File: src/rtl/regfile_access_pkg.sv
// Shared types and constants for the register-file access controller.
package regfile_access_pkg;

    // Controller states; INIT is the reset state and is never re-entered
    // without a reset.
    typedef enum logic [2:0] {
        INIT  = 3'd0,
        IDLE  = 3'd1,
        WRITE = 3'd2,
        READ  = 3'd3,
        RESP  = 3'd4
    } state_t;

    localparam int unsigned DEFAULT_WIDTH = 32;
    localparam int unsigned DEFAULT_N     = 4;

    // Zero-fill sweeps every entry once, one entry per cycle.
    localparam int unsigned DEFAULT_INIT_CYCLES = DEFAULT_N;

    // Number of zero-fill cycles needed for a file of n entries.
    function automatic int unsigned init_cycles(input int unsigned n);
        return n;
    endfunction

endpackage

File: src/rtl/regfile_access_ctrl.sv
// Initiator-side controller for register_file: zero-fills the file after
// reset, then serves single-beat read/write requests, returning read data
// on a valid/ready response channel.
module regfile_access_ctrl
    import regfile_access_pkg::*;
#(
    parameter int WIDTH = 32,
    parameter int N     = 4,
    localparam int AW   = $clog2(N)
) (
    input  logic             clk,
    input  logic             rst_n,
    input  logic             req_valid,
    output logic             req_ready,
    input  logic             req_we,
    input  logic [AW-1:0]    req_addr,
    input  logic [WIDTH-1:0] req_wdata,
    output logic             rsp_valid,
    input  logic             rsp_ready,
    output logic [WIDTH-1:0] rsp_rdata,
    output logic             init_done,
    output logic             rf_read_en,
    output logic [AW-1:0]    rf_read_addr,
    output logic             rf_write_en,
    output logic [AW-1:0]    rf_write_addr,
    output logic [WIDTH-1:0] rf_data_in,
    input  logic [WIDTH-1:0] rf_data_out
);

    localparam logic [AW-1:0] INIT_LAST = AW'(init_cycles(N) - 1);

    state_t            state;
    state_t            state_next;
    logic [AW-1:0]     init_cnt;
    logic [AW-1:0]     cap_addr;
    logic [WIDTH-1:0]  cap_wdata;

    // State register, zero-fill counter and request capture; reset restarts
    // the fill from entry 0 and drops any in-flight request.
    always_ff @(posedge clk or negedge rst_n) begin
        if (!rst_n) begin
            state     <= INIT;
            init_cnt  <= '0;
            cap_addr  <= '0;
            cap_wdata <= '0;
        end else begin
            state <= state_next;
            if (state == INIT) begin
                init_cnt <= init_cnt + AW'(1);
            end
            if (state == IDLE && req_valid) begin
                cap_addr  <= req_addr;
                cap_wdata <= req_wdata;
            end
        end
    end

    // Next-state and output decode; outputs depend only on state and the
    // captured fields, except rsp_rdata which passes the file's held data.
    always_comb begin
        state_next    = state;
        req_ready     = 1'b0;
        rsp_valid     = 1'b0;
        rsp_rdata     = '0;
        init_done     = 1'b1;
        rf_read_en    = 1'b0;
        rf_read_addr  = '0;
        rf_write_en   = 1'b0;
        rf_write_addr = '0;
        rf_data_in    = '0;
        case (state)
            INIT: begin
                init_done     = 1'b0;
                rf_write_en   = 1'b1;
                rf_write_addr = init_cnt;
                rf_data_in    = '0;
                if (init_cnt == INIT_LAST) begin
                    state_next = IDLE;
                end
            end
            IDLE: begin
                req_ready = 1'b1;
                if (req_valid) begin
                    state_next = req_we ? WRITE : READ;
                end
            end
            WRITE: begin
                rf_write_en   = 1'b1;
                rf_write_addr = cap_addr;
                rf_data_in    = cap_wdata;
                state_next    = IDLE;
            end
            READ: begin
                rf_read_en   = 1'b1;
                rf_read_addr = cap_addr;
                state_next   = RESP;
            end
            RESP: begin
                rsp_valid = 1'b1;
                rsp_rdata = rf_data_out;
                if (rsp_ready) begin
                    state_next = IDLE;
                end
            end
            default: begin
                state_next = INIT;
            end
        endcase
    end

endmodule
File: config.mk
export PLATFORM = sky130hd
export DESIGN_NAME = regfile_access_ctrl
export DESIGN_NICKNAME = d
export VERILOG_FILES = /design/src/rtl/regfile_access_pkg.sv /design/src/rtl/regfile_access_ctrl.sv
export SDC_FILE = /design/constraint.sdc
export NUM_CORES = 1
export LEC_CHECK = 0
export ABC_AREA = 0
export ABC_CLOCK_PERIOD_IN_PS = 1900
export BUFFER_PORTS_ARGS = -buffer_cell sky130_fd_sc_hd__buf_2
export CORE_UTILIZATION = 42
export CTS_CLUSTER_DIAMETER = 200
export CTS_CLUSTER_SIZE = 16
export DETAILED_ROUTE_END_ITERATION = 6
export HOLD_SLACK_MARGIN = 0.06
export PLACE_DENSITY = 0.8
export SLEW_MARGIN = 20
export SYNTH_ARGS = -nofsm -noshare
export SYNTH_HDL_FRONTEND = slang
export SYNTH_SLANG_ARGS = --single-unit
File: constraint.sdc
create_clock -name clk -period 1.9 [get_ports clk]
set_clock_uncertainty 0.05 [all_clocks]
set_input_delay 0.475 -clock clk [delete_from_list [all_inputs] [get_ports clk]]
set_output_delay 0.475 -clock clk [all_outputs]
set_load 0.02 [all_outputs]
==> qor.csv, run 1 <==
metric,value,unit
Post-synth top flop,dfrtp_1,
Power Internal,3.558,mW
simple-gate share of the synthesized area,22.62,%
sequential-to-total area share from yosys stat,44.78,%
Compound-Gate Fraction of Synth Area,1.378,%
Seq. cell area,979.7,um2
clk root buf,clkbuf_8,
Synth Area in Adders,0.5741,%
main combinational cell family by area after synthesis,multiplexers,
pre-CTS setup slack,133.0,ps
DRC,0,
fraction of registers with async set/reset,100.0,%
crit path time final,1990,ps
row count,25,
fmax,0.5025,GHz
register bit count reported by yosys,39,
Synth Area in XOR/XNOR,0.4018,%
DRT Wirelength,6868,um
Peak VDD IR,0.001159,V
RSZ-0062 raised after global routing,yes,
routed vias/inst,4.998,
Max-Cap Viols,0,
worst skew pair latency,280,ps
Sequential Power Share,27.8,%
ANT cells,0,
worst slew pin tran,470.9,ps
CTS sink count,39,
GP Congestion,0.7620,
WP data arrival,1470,ps
CTS tree,done,
WP buf/inv,2,
clock network power share,14.6,%
Chip Width,74.04,um
1st-iter DRT viols,88,
nets,406,
syn_area_per_cell,12.18,um2
multiplexer share of the synthesized area,24.00,%
Power per Cell Area,1497,mW/mm2
total grt overflow,0,
Critical Path RT,1370,ps
Switch Pwr,1.969,mW
Syn. warnings,0,
crit path max fanout,11,
footprint of the multi-input gates,0.001141,mm2
clk buf depth,2,
first-pass GRT wire length,8866,um
I/O pin cnt,144,
full die area,0.005482,mm2
hpwl dp,4211,um
Min-Delay Path Class,in2async,
total global-route track usage,21.56,%
die height,74.04,um
critical path's top delay family,flip-flops,
sw frac,35.63,%
Design Power,5.527,mW
failing checks,setup timing,
Cells after Synth,179,
H-tree depth,2,
initial core utilization,44.95,%
Syn-to-layout area delta,69.40,%
largest net degree at the start of global routing,36,
Post-CTS Hold Fix Bufs,0,
vias in the first global route,1845,
crit path cell chain,nor2_4 > buf_6 > and3_1 > buf_4,
combinational share of power,57.6,%
TritonCTS buffer count,5,
WHS,79.83,ps
Final WS setup,-90.14,ps
Final setup viols,65,
startpoint types,flip-flop,
Routed wire per std cell,17.08,um
fin. max-slew vios,0,
synth unique cells,23,
initial antenna violation count,0,
DR vias,2009,
core area,0.004848,mm2
Post-DRT Antenna Nets,0,
Post-synth EDFFs,0,
port bufs,143,
crit end category,primary output,
critical path class,reg2out,
status,finished with violations,
clock transition at the registers of the reported paths,80,ps
fill cell count,337,
synthesized cell area,0.002180,mm2
syn nets,251,
leakage,2.054,nW
share of layout cells above drive strength 1,68.36,%
final core occ,76.15,%
Rel. slew slack,68.61,%
final period utilization,104.7,%
detailed-router iteration count before antenna repair,4,
slowest cell on the critical path,dfrtp_2,
crit-path max cell delay,460,ps
"Hold Vio Cnt, Final",0,
## power by group through the flow
stage / clock, mW / combinational [mW] / sequential [mW]
after global routing: 0.877 / 3.36 / 1.58
after detailed placement: 0 / 2.48 / 1.53
after floorplan: 0 / 1.86 / 1.44
after CTS: 0.825 / 2.67 / 1.52
final: 0.808 / 3.18 / 1.54
after global placement: 0 / 2.44 / 1.50
## routing by layer
metal | track usage (%) | routed length [um] | up-vias
met4 | 6.838 | 113 | 0
met3 | 4.336 | 236 | 13
met1 | 27.56 | 2800 | 987
li1 | - | - | 951
met2 | 36.67 | 3717 | 58
met5 | 0 | 0 | -
## cell families after synthesis
| group | count (synthesis) |
|---|---|
| compound gates | 5 |
| xor+xnor | 1 |
| fa+ha+maj | 1 |
| buf+inv | 19 |
| flops | 39 |
| mux | 37 |
| simple gates | 77 |
## worst paths after layout
| kind | to | slack (ps) | startpoint | cells after the start |
|---|---|---|---|---|
| max in group asynchronous | state[2] | 1230 | rst_n | 2 |
| min in group clk | cap_wdata[2] | 360 | req_wdata[2] | 2 |
| setup reg to reg | cap_addr[1] | 100 | state[2] | 5 |
| hold / removal | cap_wdata[14] | 80 | rst_n | 1 |
| hold reg to reg | cap_wdata[9] | 460 | cap_wdata[9] | 1 |
| setup / recovery | rf_data_in[19] | -90 | state[2] | 4 |
## Yosys cell counts (2+ instances only)
| master | count | area [um2] |
|---|---|---|
| dfrtp_1 | 39 | 975.9 |
| o21ai_0 | 2 | 10.01 |
| nor2_1 | 2 | 7.510 |
| mux2_4 | 29 | 435.4 |
| nor3_1 | 2 | 10.01 |
| and3_1 | 64 | 400.4 |
| mux2i_1 | 2 | 20.02 |
| and2_1 | 3 | 18.77 |
| mux2_2 | 6 | 67.56 |
| clkbuf_1 | 14 | 52.55 |
| buf_12 | 4 | 80.08 |
## worst reg2reg max path, delay by kind of cell, from the launching register on
family / cells / cell delay, ps
muxes: 1 / 330
and+or+nand+nor: 2 / 520
DFF: 1 / 460
buffers and inverters: 2 / 330
## final cells by class
class / instances / area share (%)
Tap cell: 67 / 2.270
Sequential cell: 39 / 26.53
Clock inverter: 2 / 1.627
Multi-Input combinational cell: 121 / 30.90
Inverter: 1 / 0.1017
Timing Repair Buffer: 166 / 36.60
Clock buffer: 6 / 1.965
## registers in the layout, summed over array words and instances (netlist names)
register   flops
cap_addr       2
state          3
init_cnt       2
cap_wdata     32
## repair_timing
action | in CTS | in global routing
cloned | 2 | 2
gates resized for setup | 19 | 126
setup endpoints to repair | 70 | 70
pin swaps | 1 | 8
buffers inserted | 4 | 3
## through the flow
stage	cells	area [um2]	TNS, ps
final	402	3692	-2593
after global routing	402	3692	-6765
after floorplan	179	2180	0
after global placement	383	3002	0
after detailed placement	383	3002	0
after CTS	397	3229	-2206
## cell usage in the layout, fill, tap and decap left out, types with 2 or more instances in the layout
cell | netlist | final
buf_4 | 0 | 30
mux2_4 | 29 | 29
buf_2 | 0 | 74
and3_1 | 64 | 55
clkbuf_8 | 0 | 5
buf_6 | 0 | 56
and2_4 | 1 | 3
dfrtp_2 | 0 | 3
mux2i_1 | 2 | 2
o21ai_0 | 2 | 2
nor2_4 | 0 | 2
dfrtp_1 | 39 | 36
bufinv_16 | 0 | 2
mux2_2 | 6 | 6
and3_4 | 0 | 9
buf_12 | 4 | 5
No activity file was read; power rests on OpenSTA's default activity.
==> inputs of run 2 (changes only) <==
- CAP_MARGIN: unset -> 5
- PLACE_DENSITY: 0.8 -> unset
- PLACE_DENSITY_LB_ADDON: unset -> 0.1
==> qor.csv, run 2 (synthesis gave the netlist of run 1 again) <==
metric,value,unit,change
status,finished with violations,,unchanged
failing checks,setup timing,,unchanged
WHS,88.90,ps,was 79.83 ps
Max-Cap Viols,0,,unchanged
clk buf depth,2,,unchanged
WP data arrival,1460,ps,was 1470 ps
Final setup viols,67,,was 65
max reg flops,32,,unchanged
share of layout cells above drive strength 1,71.04,%,was 68.36%
Peak VDD IR,0.0008571,V,was 0.001159 V
Chip Width,74.04,um,unchanged
Post-DRT Antenna Nets,0,,unchanged
worst skew pair latency,290,ps,was 280 ps
1st-iter DRT viols,34,,was 88
leakage,2.052,nW,was 2.054 nW
detailed-router iteration count before antenna repair,4,,unchanged
CTS sink count,39,,unchanged
startpoint types,flip-flop,,unchanged
Power Internal,3.607,mW,was 3.558 mW
fmax,0.5044,GHz,was 0.5025 GHz
Critical Path RT,1370,ps,about the same
final instance area,0.003781,mm2,was 0.003692 mm2
placed cells,382,,was 383
CTS tree,done,,unchanged
die height,74.04,um,unchanged
TritonCTS buffer count,5,,unchanged
Syn-to-layout area delta,73.48,%,was 69.40%
Min-Delay Path Class,in2async,,unchanged
port bufs,143,,unchanged
pre-CTS setup slack,148.8,ps,was 133.0 ps
hpwl dp,3875,um,was 4211 um
critical path class,reg2out,,unchanged
crit path time final,1982,ps,was 1990 ps
RSZ-0062 raised after global routing,yes,,unchanged
biggest regs,"cap_wdata (32), state (3)",,unchanged
worst slew pin tran,482.4,ps,was 470.9 ps
initial antenna violation count,0,,unchanged
Switch Pwr,1.981,mW,was 1.969 mW
"Hold Vio Cnt, Final",0,,unchanged
DRC,0,,unchanged
crit path max fanout,8,,was 11
core area,0.004848,mm2,unchanged
I/O pin cnt,144,,unchanged
Design Power,5.589,mW,was 5.527 mW
DP Area,0.002982,mm2,was 0.003002 mm2
most flop-heavy register,cap_wdata,,unchanged
total grt overflow,0,,unchanged
Rel. slew slack,67.84,%,was 68.61%
final core occ,77.99,%,was 76.15%
ANT cells,0,,unchanged
final period utilization,104.3,%,was 104.7%
"commonest non-fill, non-tap cells in the layout","buf_2, buf_6, and3_1, dfrtp_1, mux2_4",,"was buf_2, buf_6, and3_1, dfrtp_1, buf_4"
Power per Cell Area,1478,mW/mm2,was 1497 mW/mm2
H-tree depth,2,,unchanged
GP Congestion,0.7420,,was 0.7620
vias in the first global route,1801,,was 1845
row count,25,,unchanged
nets,406,,unchanged
Routed wire per std cell,15.66,um,was 17.08 um
largest net degree at the start of global routing,35,,was 36
clock network power share,12.7,%,was 14.6%
sw frac,35.45,%,was 35.63%
routed vias/inst,5.055,,was 4.998
setup tns final,-3415,ps,was -2593 ps
crit end category,primary output,,unchanged
initial core utilization,44.95,%,unchanged
Sequential Power Share,27.5,%,was 27.8%
first-pass GRT wire length,8335,um,was 8866 um
clk root buf,clkbuf_8,,unchanged
total global-route track usage,20.19,%,was 21.56%
Final WS setup,-82.46,ps,was -90.14 ps
fin. max-slew vios,0,,unchanged
combinational share of power,59.8,%,was 57.6%
full die area,0.005482,mm2,unchanged
clock transition at the registers of the reported paths,80,ps,about the same
Final Instance Count excl. Fillers,402,,unchanged
DRT Wirelength,6297,um,was 6868 um
DR vias,2032,,was 2009
"commonest non-fill, non-tap cell in the layout",buf_2,,unchanged
-- run 2: cell count changes in the layout (fill, tap and decap cells not counted), sizes merged --
cell    before  now
clkinv       0    1
clkbuf       7    8
bufinv       2    1
buf        165  164
-- run 2: what timing repair did --
action	CTS	global route
pin swaps	1	2
setup buffers	6	3
resized for setup	55	108
endpoints found under the hold margin	0	0
gates cloned	1	2
hold buffers	0	0
endpoints found under the setup margin	70	76
-- run 2: path summary, 6_finish.rpt --
kind	end	depth (start not counted)	slack, ps	start
setup reg to reg	cap_wdata[8]	6	80	state[2]
min in group clk	cap_wdata[26]	2	360	req_wdata[26]
hold / removal	cap_wdata[22]	1	90	rst_n
hold reg to reg	init_cnt[0]	1	460	init_cnt[0]
setup / recovery	rf_data_in[5]	5	-80	state[2]
max in group asynchronous	cap_wdata[4]	2	1190	rst_n
-- run 2: critical path, cell delays in order, from the launching register on --
cell and delay, ps:
dfrtp_2 450, nor2_4 130, buf_6 130, clkbuf_16 150, and3_4 180, buf_6 110
-- run 2: power by group through the flow --
stage / Clock, mW / Sequential [mW] / Combinational (mW)
after detailed placement: 0 / 1.52 / 2.46
final: 0.709 / 1.54 / 3.34
after global routing: 0.751 / 1.60 / 3.55
after CTS: 0.720 / 1.52 / 2.86
after global placement: 0 / 1.51 / 2.44
after floorplan: 0 / 1.44 / 1.86
-- run 2: layout make-up --
class                   instances  area (um2)
fillers                       301        1067
flip-flops and latches         39       979.7
well taps                      67       83.83
multi-input cells             121        1184
clock inverters                 2       35.03
clock buffers                   6       82.58
repair buffers                166        1413
inverters                       1       3.754
-- run 2: routing by layer --
layer  track usage [%]  up-vias  part of all wire, %
li1                  -      948                    -
met1             24.56      982                   39
met2             36.06       94                   53
met3             3.794        8                  6.5
met4             6.410        0                  1.2
met5                 0        -                    0
